**src/rtl/multi_cycle_ctrl.sv**
```systemverilog
// Main sequencing FSM for the multi-cycle CPU datapath: FETCH/DECODE/EXEC/MEM/WB with a bounded memory wait.
// Optional CTRL_RETIRE_CNT_EN adds a 32-bit retired-instruction counter output.
//
// state  | meaning
// FETCH  | request instruction word, load IR and PC+4 on mem_ready
// DECODE | classify opcode, resolve j/jr/jal/jalr PC load
// EXEC   | branch resolve, ALU operation, address generation
// MEM    | data load/store, waits on mem_ready
// WB     | single-cycle register file write
// ERR    | illegal opcode or bus timeout, held until reset
module multi_cycle_ctrl #(
   parameter int WAIT_LIMIT = 16,
   parameter int WAIT_W     = 8
) (
   input  logic        clk,
   input  logic        rst_n,
   input  logic [5:0]  op,
   input  logic [4:0]  rt,
   input  logic [5:0]  funct,
   input  logic        mem_ready,
   output logic        pc_write,
   output logic        branch_en,
   output logic        ir_write,
   output logic        mem_req,
   output logic        mem_we,
   output logic        reg_write,
   output logic [1:0]  ext_op,
   output logic [1:0]  pc_src,
   output logic [1:0]  wb_sel,
   output logic [2:0]  state,
   output logic        illegal,
   output logic        bus_err
`ifdef CTRL_RETIRE_CNT_EN
   ,
   output logic [31:0] retired
`endif
);

   typedef enum logic [2:0] {
      S_FETCH  = 3'd0,
      S_DECODE = 3'd1,
      S_EXEC   = 3'd2,
      S_MEM    = 3'd3,
      S_WB     = 3'd4,
      S_ERR    = 3'd7
   } state_t;

   typedef enum logic [3:0] {
      C_ALU, C_LOAD, C_STORE, C_BRANCH, C_J, C_JR, C_JAL, C_JALR, C_ILL
   } cls_t;

   localparam logic [1:0] EXT_Z   = 2'b00;
   localparam logic [1:0] EXT_S   = 2'b01;
   localparam logic [1:0] EXT_LUI = 2'b10;
   localparam logic [WAIT_W-1:0] WAIT_TC = WAIT_W'(WAIT_LIMIT - 1);

   state_t            state_q;
   state_t            state_nxt;
   cls_t              cls;
   logic [1:0]        ext_d;
   logic [WAIT_W-1:0] wait_cnt;
   logic              wait_tc;
   logic              wait_hit;

   always_comb begin
      cls   = C_ILL;
      ext_d = EXT_Z;
      case (op)
         6'h00: begin
            case (funct)
               6'h00, 6'h02, 6'h04, 6'h06, 6'h21, 6'h23,
               6'h24, 6'h25, 6'h26, 6'h27, 6'h2B: cls = C_ALU;
               6'h03, 6'h07, 6'h2A: begin cls = C_ALU; ext_d = EXT_S; end
               6'h08: cls = C_JR;
               6'h09: cls = C_JALR;
               default: cls = C_ILL;
            endcase
         end
         6'h01: begin
            if (rt == 5'd0 || rt == 5'd1) begin
               cls   = C_BRANCH;
               ext_d = EXT_S;
            end
         end
         6'h02: cls = C_J;
         6'h03: cls = C_JAL;
         6'h04, 6'h05, 6'h06, 6'h07: begin cls = C_BRANCH; ext_d = EXT_S; end
         6'h09, 6'h0A: begin cls = C_ALU; ext_d = EXT_S; end
         6'h0B, 6'h0C, 6'h0D, 6'h0E: cls = C_ALU;
         6'h0F: begin cls = C_ALU; ext_d = EXT_LUI; end
         6'h20, 6'h23: begin cls = C_LOAD; ext_d = EXT_S; end
         6'h24: cls = C_LOAD;
         6'h28, 6'h2B: begin cls = C_STORE; ext_d = EXT_S; end
         default: cls = C_ILL;
      endcase
   end

   assign wait_tc  = !mem_ready && (wait_cnt == WAIT_TC);
   assign wait_hit = mem_req && wait_tc;

   always_comb begin
      state_nxt = state_q;
      case (state_q)
         S_FETCH:  if (mem_ready) state_nxt = S_DECODE;
                   else if (wait_hit) state_nxt = S_ERR;
         S_DECODE: begin
            case (cls)
               C_J, C_JR:     state_nxt = S_FETCH;
               C_JAL, C_JALR: state_nxt = S_WB;
               C_ILL:         state_nxt = S_ERR;
               default:       state_nxt = S_EXEC;
            endcase
         end
         S_EXEC: begin
            case (cls)
               C_BRANCH:       state_nxt = S_FETCH;
               C_LOAD, C_STORE: state_nxt = S_MEM;
               default:        state_nxt = S_WB;
            endcase
         end
         S_MEM:    if (mem_ready) state_nxt = (cls == C_STORE) ? S_FETCH : S_WB;
                   else if (wait_hit) state_nxt = S_ERR;
         S_WB:     state_nxt = S_FETCH;
         S_ERR:    state_nxt = S_ERR;
         default:  state_nxt = S_FETCH;
      endcase
   end

   always_ff @(posedge clk or negedge rst_n) begin
      if (!rst_n) begin
         state_q  <= S_FETCH;
         wait_cnt <= '0;
         illegal  <= 1'b0;
         bus_err  <= 1'b0;
      end else begin
         state_q <= state_nxt;
         if (mem_req && !mem_ready && state_nxt == state_q)
            wait_cnt <= wait_cnt + 1'b1;
         else
            wait_cnt <= '0;
         if (state_q == S_DECODE && cls == C_ILL)
            illegal <= 1'b1;
         if (wait_hit)
            bus_err <= 1'b1;
      end
   end

`ifdef CTRL_RETIRE_CNT_EN
   logic retire_evt;
   assign retire_evt = (state_q == S_DECODE && (cls == C_J || cls == C_JR))
                    || (state_q == S_EXEC && cls == C_BRANCH)
                    || (state_q == S_MEM && cls == C_STORE && mem_ready)
                    || (state_q == S_WB);

   always_ff @(posedge clk or negedge rst_n) begin
      if (!rst_n)
         retired <= '0;
      else if (retire_evt)
         retired <= retired + 32'd1;
   end
`endif

   // Outputs decode straight from state so an async reset lands on FETCH values at once.
   always_comb begin
      pc_write  = 1'b0;
      branch_en = 1'b0;
      ir_write  = 1'b0;
      mem_req   = 1'b0;
      mem_we    = 1'b0;
      reg_write = 1'b0;
      ext_op    = EXT_Z;
      pc_src    = 2'b00;
      wb_sel    = 2'b00;
      case (state_q)
         S_FETCH: begin
            mem_req = 1'b1;
            if (mem_ready) begin
               ir_write = 1'b1;
               pc_write = 1'b1;
            end
         end
         S_DECODE: begin
            ext_op = ext_d;
            case (cls)
               C_J, C_JAL:   begin pc_write = 1'b1; pc_src = 2'b10; end
               C_JR, C_JALR: begin pc_write = 1'b1; pc_src = 2'b11; end
               default: ;
            endcase
         end
         S_EXEC: begin
            ext_op = ext_d;
            if (cls == C_BRANCH) begin
               branch_en = 1'b1;
               pc_src    = 2'b01;
            end
         end
         S_MEM: begin
            ext_op  = ext_d;
            mem_req = 1'b1;
            mem_we  = (cls == C_STORE) && !wait_tc;
         end
         S_WB: begin
            ext_op    = ext_d;
            reg_write = 1'b1;
            if (cls == C_LOAD)
               wb_sel = 2'b01;
            else if (cls == C_JAL || cls == C_JALR)
               wb_sel = 2'b10;
         end
         default: ;
      endcase
   end

   assign state = state_q;

endmodule

```
**config.mk**
```make
export PLATFORM = sky130hd
export DESIGN_NAME = multi_cycle_ctrl
export DESIGN_NICKNAME = d
export VERILOG_FILES = /design/src/rtl/multi_cycle_ctrl.sv
export SDC_FILE = /design/constraint.sdc
export NUM_CORES = 1
export LEC_CHECK = 0
export ABC_CLOCK_PERIOD_IN_PS = 3300
export BUFFER_PORTS_ARGS = -buffer_cell sky130_fd_sc_hd__buf_2
export CAP_MARGIN = 20
export CORE_UTILIZATION = 50
export DETAILED_ROUTE_END_ITERATION = 10
export PLACE_DENSITY = 0.79
export SLEW_MARGIN = 20
export SYNTH_ARGS = -nofsm -noshare
export SYNTH_HDL_FRONTEND = slang
export SYNTH_SLANG_ARGS = --single-unit
```
**constraint.sdc**
```tcl
create_clock -name clk -period 3.3 [get_ports clk]
set_input_delay 0.99 -clock clk [delete_from_list [all_inputs] [get_ports clk]]
set_output_delay 0.99 -clock clk [all_outputs]
set_load 0.05 [all_outputs]
```
==> impl_metrics.tcl, run 1 <==
set metrics [dict create \
    num_vias 1251 \
    finalCritPeriodShare 1.05 \
    rsz0062_at_grt "true" \
    period_needed_ps 3470 \
    finClkSkew_ps 3.13 \
    critPathKind "primary input to output pin" \
    synth_top_area_frac 0.282 \
    insertedDiodeCount 0 \
    grt_pass1_wl_mm 5.31 \
    clk-insertion-delay-late_ps 280 \
    ys_seq_area_frac 0.282 \
    failed_checks "negative setup slack" \
    hold_viol 0 \
    post_synth_inst_count 139 \
    gp_congestion 0.884 \
    root_buffer "clkbuf_4" \
    place.detailed.hpwl_mm 2.40 \
    floorplan.rows 17 \
    multi_input_area_um2 847 \
    die_y_extent_um 50.0 \
    vias_per_cell 5.54 \
    routed_wire_length_per_instance_um 14.2 \
    status "finished, violations left" \
    layout.nets 220 \
    remaining_drc_errors 0 \
    timing.critical_path.arrival_ps 2480 \
    drive_gt1_frac 0.444 \
    synth.lib_cells_used.distinct 50 \
    hp-class "flop to flop" \
    ys_dominant_reg_cell "dfrtp_1" \
    vdd_drop_max_mv 0.558 \
    global_route.usage.total 0.276 \
    setup_ws_post_layout_ps -169 \
    synth_async_sr_flop_share 1.00 \
    fp.dieW_um 50.0 \
    met1_length_mm 1.47 \
    h_tree_lvl_count 1 \
    tightestPinTransition_ps 534 \
    areaGrowthSynthToFinish_pct 47.6 \
    synth_area_mm2 0.00115 \
    finalWirelength_mm 3.22 \
    initial_utilization 0.526 \
    critical_path.endpoint_type "output pin" \
    cts.sink_count 13 \
    placeableCoreArea_mm2 0.00219 \
    dr.first_iter.drc_count 17 \
    design.portCount 37 \
    grt_start_max_net_pins 15 \
    synth.area.top_cells "dfrtp_1, nor2_1, nand2_1, xor2_1, a21oi_1" \
    highest_layer "met4" \
    cts-buffers-inserted 3 \
    crit_path_max_fanout 3 \
    grt_antenna_before_repair 0 \
    cts_tree "built" \
    met2_wirelength_mm 1.62 \
    grt-ovfl-total 0 \
    register_area_um2 325 \
    final_cell_mix "buf_4, buf_2, nor2_1, nand2_1, dfrtp_1" \
    ys_warns 0 \
    drv_cap 0 \
    drt.antenna.violating_nets 0 \
    finalHoldWorstSlack_ps 456 \
    cts.reportedPaths.clkPinSlew_ps 80 \
    timing.max_slew.rel_slack 0.644 \
    worstSetupStartpointType "primary input" \
    mappedNetlistNets 160 \
    req_time_crit_path_ps 2310 \
    most_common_cell_after_layout_fill_and_taps_aside "buf_4" \
    timing.final.setup_violations 4 \
    1st_pass_router_iterations 4 \
    fp.dieArea_mm2 0.00250 \
    postSynthRegisterBits 13 \
    synth_largest_area_cell "dfrtp_1" \
    numPortBuffers 35 \
    fmaxAchievable_mhz 288 \
    maxSlewViolCount 0 \
    clock_path_buffers 2 \
    number_of_enable_flip_flop_cells_after_synthesis 0 \
    power.leakage_nw 0.759 \
    vias_in_the_first_global_route 1196 \
    fill_cells 155 \
    avg_inst_size_synth_um2 8.29 \
    place_worst_setup_slack_ps -344 \
    met3WireLength_um 115 \
    p_per_area_mw_per_mm2 491 \
]
synthesized netlist by cell type (3+ instances only):
cell	number
a21oi_1	7
a31oi_1	3
buf_2	3
dfrtp_1	13
inv_1	3
nand2_1	13
nand2b_1	5
nand3_1	4
nor2_1	22
nor2_2	3
nor2b_1	4
nor3_1	4
o21a_1	3
xnor2_1	4
xor2_1	5
per-layer routing:
| metal | GRT usage | vias up |
|---|---|---|
| met5 | 0 | - |
| met4 | 0.0476 | 0 |
| met3 | 0.0525 | 2 |
| met2 | 0.484 | 42 |
| met1 | 0.348 | 585 |
| li1 | - | 622 |
area by class of cell:
class / instances / share of cell area
Tap cell: 28 / 0.0206
Timing Repair Buffer: 63 / 0.268
Sequential cell: 13 / 0.191
Multi-Input combinational cell: 115 / 0.498
Inverter: 3 / 0.00662
Clock buffer: 4 / 0.0155
timing repair:
| action | in CTS | in global routing |
|---|---|---|
| setup buffers | 1 | 1 |
| setup endpoints to repair | 5 | 7 |
| pin swaps | 5 | 4 |
| hold buffers | 0 | 0 |
| gates resized for setup | 14 | 12 |
per-stage QoR:
stage	util	cells	area (µm²)	setup TNS [ps]	power [mW]
2_1_floorplan	-	139	1200	-741	0.597
3_3_place_gp	0.711	220	1560	-792	0.696
3_5_place_dp	0.711	220	1560	-863	0.708
4_1_cts	0.753	225	1650	-532	0.821
5_1_grt	0.776	226	1700	-788	0.884
6_report	0.776	226	1700	-488	0.835
worst paths after layout:
kind | startpoint | endpoint | slack, ps | depth (start not counted)
setup / recovery | funct[2] | ext_op[0] | -170 | 8
hold / removal | bus_err$_DFFE_PN0P_ | bus_err$_DFFE_PN0P_ | 460 | 1
setup reg to reg | wait_cnt[0]$_DFF_PN0_ | state[2]$_DFF_PN0_ | 1610 | 6
hold reg to reg | bus_err$_DFFE_PN0P_ | bus_err$_DFFE_PN0P_ | 460 | 1
max in group asynchronous | rst_n | illegal$_DFFE_PN0P_ | 2490 | 1
min in group asynchronous | rst_n | wait_cnt[1]$_DFF_PN0_ | 580 | 1
critical path, stage by stage:
cell	delay (ps)
buf_8	100
and4bb_1	250
a21oi_1	40
or3_1	340
o21a_1	190
o32a_1	320
nor2_4	90
buf_6	160
cells by family after synthesis:
logic type                 share of synthesized area
muxes                                        0.00977
xor gates and xnor gates                      0.0684
adders and majority gates                     0.0109
DFF                                            0.282
AOI/OAI and AO/OA                              0.189
buffers and inverters                         0.0521
and+or+nand+nor                                0.388
where the power goes:
part / total [mW] / switching [mW] / internal (mW) / leakage, nW
Sequential: 0.252 / 0.0688 / 0.183 / 0.172
Combinational: 0.484 / 0.323 / 0.161 / 0.572
Clock: 0.100 / 0.0532 / 0.0469 / 0.0150
Total: 0.835 / 0.445 / 0.391 / 0.759
flip-flops by register name, summed over array words and instances, names as in the netlist:
signal	cells
wait_cnt	8
illegal	1
bus_err	1
state	3
(Power assumes the default switching activity.)
==> inputs of run 2 (changes only) <==
--- a/config.mk
+++ b/config.mk
@@ -9,6 +9,7 @@
 export BUFFER_PORTS_ARGS = -buffer_cell sky130_fd_sc_hd__buf_2
 export CAP_MARGIN = 20
 export CORE_UTILIZATION = 50
+export CTS_BUF_LIST = sky130_fd_sc_hd__clkbuf_4 sky130_fd_sc_hd__clkbuf_8 sky130_fd_sc_hd__clkbuf_16
 export DETAILED_ROUTE_END_ITERATION = 10
 export PLACE_DENSITY = 0.79
 export SLEW_MARGIN = 20
==> impl_metrics.tcl, run 2 (synthesis gave the netlist of run 1 again) <==
set metrics [dict create \
    p_per_area_mw_per_mm2 493 \
    hold_viol 0 \
    final_cell_mix "buf_4, buf_2, nor2_1, nand2_1, dfrtp_1" \
    timing.final.setup_violations 4 \
    initial_utilization 0.526 \
    register_area_um2 325 \
    most_common_cell_after_layout_fill_and_taps_aside "buf_4" \
    finalCritPeriodShare 1.05 \
    rsz0062_at_grt "true" \
    critical_path.endpoint_type "output pin" \
    drv_cap 0 \
    floorplan.rows 17 \
    critPathKind "primary input to output pin" \
    cts-buffers-inserted 3 \
    num_vias 1263 \
    period_needed_ps 3470 \
    regMostFlops "wait_cnt" \
    areaGrowthSynthToFinish_pct 47.9 \
    power.leakage_nw 0.762 \
    routed_wire_length_per_instance_um 14.3 \
    crit_path_max_fanout 3 \
    worstSetupStartpointType "primary input" \
    placeableCoreArea_mm2 0.00219 \
    fp.dieArea_mm2 0.00250 \
    grt-ovfl-total 0 \
    vias_per_cell 5.59 \
    cts.sink_count 13 \
    maxSlewViolCount 0 \
    setup_ws_post_layout_ps -167 \
    hp-class "flop to flop" \
    cts.reportedPaths.clkPinSlew_ps 80 \
    drive_gt1_frac 0.449 \
    dr.first_iter.drc_count 22 \
    numPortBuffers 35 \
    clock_path_buffers 2 \
    finClkSkew_ps 4.41 \
    grt_pass1_wl_mm 5.35 \
    vias_in_the_first_global_route 1202 \
    vdd_drop_max_mv 0.590 \
    insertedDiodeCount 0 \
    placed_cells 220 \
    drt.antenna.violating_nets 0 \
    grt_antenna_before_repair 0 \
    grt_start_max_net_pins 15 \
    global_route.usage.total 0.277 \
    gp_congestion 0.884 \
    finalWirelength_mm 3.23 \
    utilization 0.778 \
    1st_pass_router_iterations 4 \
    clk-insertion-delay-late_ps 270 \
    design.portCount 37 \
    instances_no_fill 226 \
    multi_input_area_um2 847 \
    remaining_drc_errors 0 \
    timing.critical_path.arrival_ps 2480 \
    fmaxAchievable_mhz 288 \
    fill_cells 154 \
    req_time_crit_path_ps 2310 \
    flip_flop_count_of_the_largest_register_after_layout 8 \
    layout.nets 220 \
    failed_checks "negative setup slack" \
    place.detailed.hpwl_mm 2.40 \
    root_buffer "clkbuf_4" \
    tightestPinTransition_ps 526 \
    place_worst_setup_slack_ps -344 \
    finalHoldWorstSlack_ps 456 \
    die_y_extent_um 50.0 \
    status "finished, violations left" \
    cts_tree "built" \
    timing.max_slew.rel_slack 0.649 \
    fp.dieW_um 50.0 \
    h_tree_lvl_count 1 \
]
## run 2: through the flow
step           setup TNS, ps  area (µm²)  total power, mW
2_1_floorplan           -741        1200            0.597
3_3_place_gp            -792        1560            0.696
3_5_place_dp            -863        1560            0.708
4_1_cts                 -532        1650            0.826
5_1_grt                 -788        1700            0.890
6_report                -485        1700            0.840
## run 2: area by class of cell
type,instances,share of cell area
clock buffer,4,0.0176
multi-input combinational,115,0.497
inverter,3,0.00661
tap,28,0.0206
sequential,13,0.191
timing repair buffer,63,0.267
## run 2: routing by layer
layer,up-vias,GRT usage,part of all wire
li1,624,-,-
met1,597,0.352,0.45
met2,40,0.491,0.51
met3,2,0.0525,0.035
met4,0,0.0333,0.0046
met5,-,0,0
## run 2: final timing paths
kind | start | end | slack, ps | cells past startpoint
max | funct[2] | ext_op[0] | -170 | 8
min | bus_err$_DFFE_PN0P_ | bus_err$_DFFE_PN0P_ | 460 | 1
max reg2reg | wait_cnt[4]$_DFF_PN0_ | state[2]$_DFF_PN0_ | 1560 | 5
min reg2reg | bus_err$_DFFE_PN0P_ | bus_err$_DFFE_PN0P_ | 460 | 1
max in group asynchronous | rst_n | illegal$_DFFE_PN0P_ | 2480 | 1
min in group asynchronous | rst_n | wait_cnt[1]$_DFF_PN0_ | 590 | 1
## run 2: repair_timing
action                                  CTS  global route
buffers inserted                          1             1
hold buffers                              0             0
pin swaps                                 5             4
resized for setup                        14            12
endpoints found under the setup margin    5             7
## run 2: where the power goes
part / switching [mW] / total (mW) / leakage [nW] / internal (mW)
combinational: 0.322 / 0.483 / 0.572 / 0.161
sequential: 0.0685 / 0.251 / 0.172 / 0.183
clock: 0.0502 / 0.105 / 0.0184 / 0.0550
total: 0.441 / 0.840 / 0.762 / 0.399
## run 2: worst max-delay path, cell delays in order
cell and delay [ps]:
buf_8 100, and4bb_1 250, a21oi_1 40, or3_1 330, o21a_1 190, o32a_1 320, nor2_4 90, buf_6 160
==> inputs of run 3 (changes only) <==
--- a/config.mk
+++ b/config.mk
@@ -12,6 +12,7 @@
 export CTS_BUF_LIST = sky130_fd_sc_hd__clkbuf_4 sky130_fd_sc_hd__clkbuf_8 sky130_fd_sc_hd__clkbuf_16
 export DETAILED_ROUTE_END_ITERATION = 10
 export PLACE_DENSITY = 0.79
+export SETUP_SLACK_MARGIN = 0.3
 export SLEW_MARGIN = 20
 export SYNTH_ARGS = -nofsm -noshare
 export SYNTH_HDL_FRONTEND = slang
==> impl_metrics.tcl, run 3 (synthesis gave the netlist of run 1 again) <==
set metrics [dict create \
    status "finished, violations left" \
    failed_checks "negative setup slack" \
    most_common_cell_after_layout_fill_and_taps_aside "buf_4" \
    drt.antenna.violating_nets 0 \
    clk-insertion-delay-late_ps 270 \
    maxSlewViolCount 0 \
    regMostFlops "wait_cnt" \
    period_needed_ps 3560 \
    h_tree_lvl_count 1 \
    timing.critical_path.arrival_ps 2570 \
    cts-buffers-inserted 3 \
    power.leakage_nw 0.889 \
    finalHoldWorstSlack_ps 461 \
    reg2reg_to "state[2]$_DFF_PN0_" \
    critical_path.endpoint_type "output pin" \
    min_delay_path_depth 1 \
    remaining_drc_errors 0 \
    timing.max_slew.rel_slack 0.652 \
    fp.dieW_um 50.0 \
    vias_in_the_first_global_route 1414 \
    drive_gt1_frac 0.530 \
    timing.final.setup_violations 6 \
    vdd_drop_max_mv 0.567 \
    grt-ovfl-total 0 \
    hp-class "flop to flop" \
    multi_input_area_um2 938 \
    num_vias 1484 \
    placeableCoreArea_mm2 0.00219 \
    1st_pass_router_iterations 4 \
    dr.first_iter.drc_count 58 \
    root_buffer "clkbuf_4" \
    numPortBuffers 35 \
    die_y_extent_um 50.0 \
    clock_path_buffers 2 \
    fp.dieArea_mm2 0.00250 \
    initial_utilization 0.526 \
    fill_cells 85 \
    cts_tree "built" \
    setup_ws_post_layout_ps -261 \
    totalNegativeSetupSlack_ps -1120 \
    hold_path_startpoint "wait_cnt[0]$_DFF_PN0_" \
    final_area_mm2 0.00200 \
    critical-path-slowest-cell "or4b_4" \
    areaGrowthSynthToFinish_pct 73.6 \
    worst_r2r_path_depth 7 \
    crit_path_max_fanout 3 \
    crit_chain "buf_6 > or4b_4 > nor2_4 > a31oi_4 > a2111oi_4 > buf_6" \
    detailed_place.area_mm2 0.00162 \
    vias_per_cell 6.11 \
    crit_top_cell "buf_6" \
    instances_no_fill 243 \
    rsz0062_at_grt "true" \
    utilization 0.913 \
    place.detailed.hpwl_mm 2.68 \
    routed_wire_length_per_instance_um 19.8 \
    tightestPinTransition_ps 520 \
    finClkSkew_ps 6.47 \
    final_cell_mix "buf_4, buf_6, buf_2, nor2_1" \
    drv_cap 0 \
    placed_cells 223 \
    p_per_area_mw_per_mm2 466 \
    worstSetupStartpointType "primary input" \
    cp_slowest_stage_delay_ps 580 \
    finalCritPeriodShare 1.08 \
    worst_path_top_cell_family_by_delay "simple AND/OR/NAND/NOR gates" \
    global_route.usage.total 0.358 \
    layout.nets 237 \
    worst_r2r_startpoint "state[0]$_DFF_PN0_" \
    post-layout-total-power_mw 0.933 \
    cts.sink_count 13 \
    grt_antenna_before_repair 0 \
    gp_congestion 0.838 \
    grt_start_max_net_pins 14 \
    insertedDiodeCount 0 \
    flip_flop_count_of_the_largest_register_after_layout 8 \
    cts.reportedPaths.clkPinSlew_ps 80 \
    req_time_crit_path_ps 2310 \
    design.portCount 37 \
    fmaxAchievable_mhz 281 \
    register_area_um2 325 \
    grt_pass1_wl_mm 6.75 \
    hold_viol 0 \
    place_worst_setup_slack_ps -330 \
    critPathKind "primary input to output pin" \
    holdPathEnd "wait_cnt[0]$_DFF_PN0_" \
    cp_buf_inv_count 2 \
    finalWirelength_mm 4.80 \
    rrSetupSlack_ps 1290 \
    floorplan.rows 17 \
]
## run 3: cell count changes in the layout (fill, tap and decap cells not counted), moves of 2 or more
cell / before / now
a21oi_2: 0 / 2
nor3_1: 3 / 1
nor4b_2: 3 / 1
buf_4: 28 / 34
nor2_2: 2 / 4
nor4b_4: 0 / 2
buf_2: 25 / 20
buf_6: 8 / 24
a21oi_1: 7 / 5
## run 3: final cells by class
| cell class | count | area share |
|---|---|---|
| tap | 28 | 0.0175 |
| timing repair buffer | 80 | 0.330 |
| inverter | 3 | 0.00563 |
| sequential | 13 | 0.163 |
| clock buffer | 4 | 0.0150 |
| multi-input combinational | 115 | 0.469 |
## run 3: where the power goes
group / internal [mW] / leakage [nW] / total (mW) / switching, mW
Combinational: 0.194 / 0.699 / 0.588 / 0.395
Sequential: 0.183 / 0.172 / 0.235 / 0.0517
Clock: 0.0550 / 0.0184 / 0.110 / 0.0550
## run 3: timing repair
action	CTS	global route
setup buffers	12	4
pin swaps	4	8
hold buffers	0	0
hold endpoints to repair	0	0
resized for setup	34	19
setup endpoints to repair	8	9
## run 3: worst max path at each step
stage,start,endpoint,cells after the start,slack [ps]
final,funct[1],wb_sel[1],6,-260
after global routing,funct[1],wb_sel[1],6,-280
after CTS,funct[1],wb_sel[1],6,-220
after detailed placement,funct[2],ext_op[0],8,-330
after global placement,funct[2],ext_op[0],8,-260
after floorplan,funct[1],pc_write,5,-210
## run 3: worst register-to-register path: stages, from the launching register on
cell and delay [ps]:
dfrtp_1 670, nor2b_1 330, nand2b_1 190, nor3_4 250
buf_4 150, buf_4 100, nand2_1 60, a32oi_1 180
## run 3: per-layer routing
| layer | global-route usage | up-vias | part of all wire |
|---|---|---|---|
| met1 | 0.429 | 717 | 0.39 |
| met2 | 0.622 | 96 | 0.51 |
| met4 | 0.162 | 0 | 0.042 |
| met5 | 0 | - | 0 |
| met3 | 0.0494 | 18 | 0.056 |
| li1 | - | 653 | - |
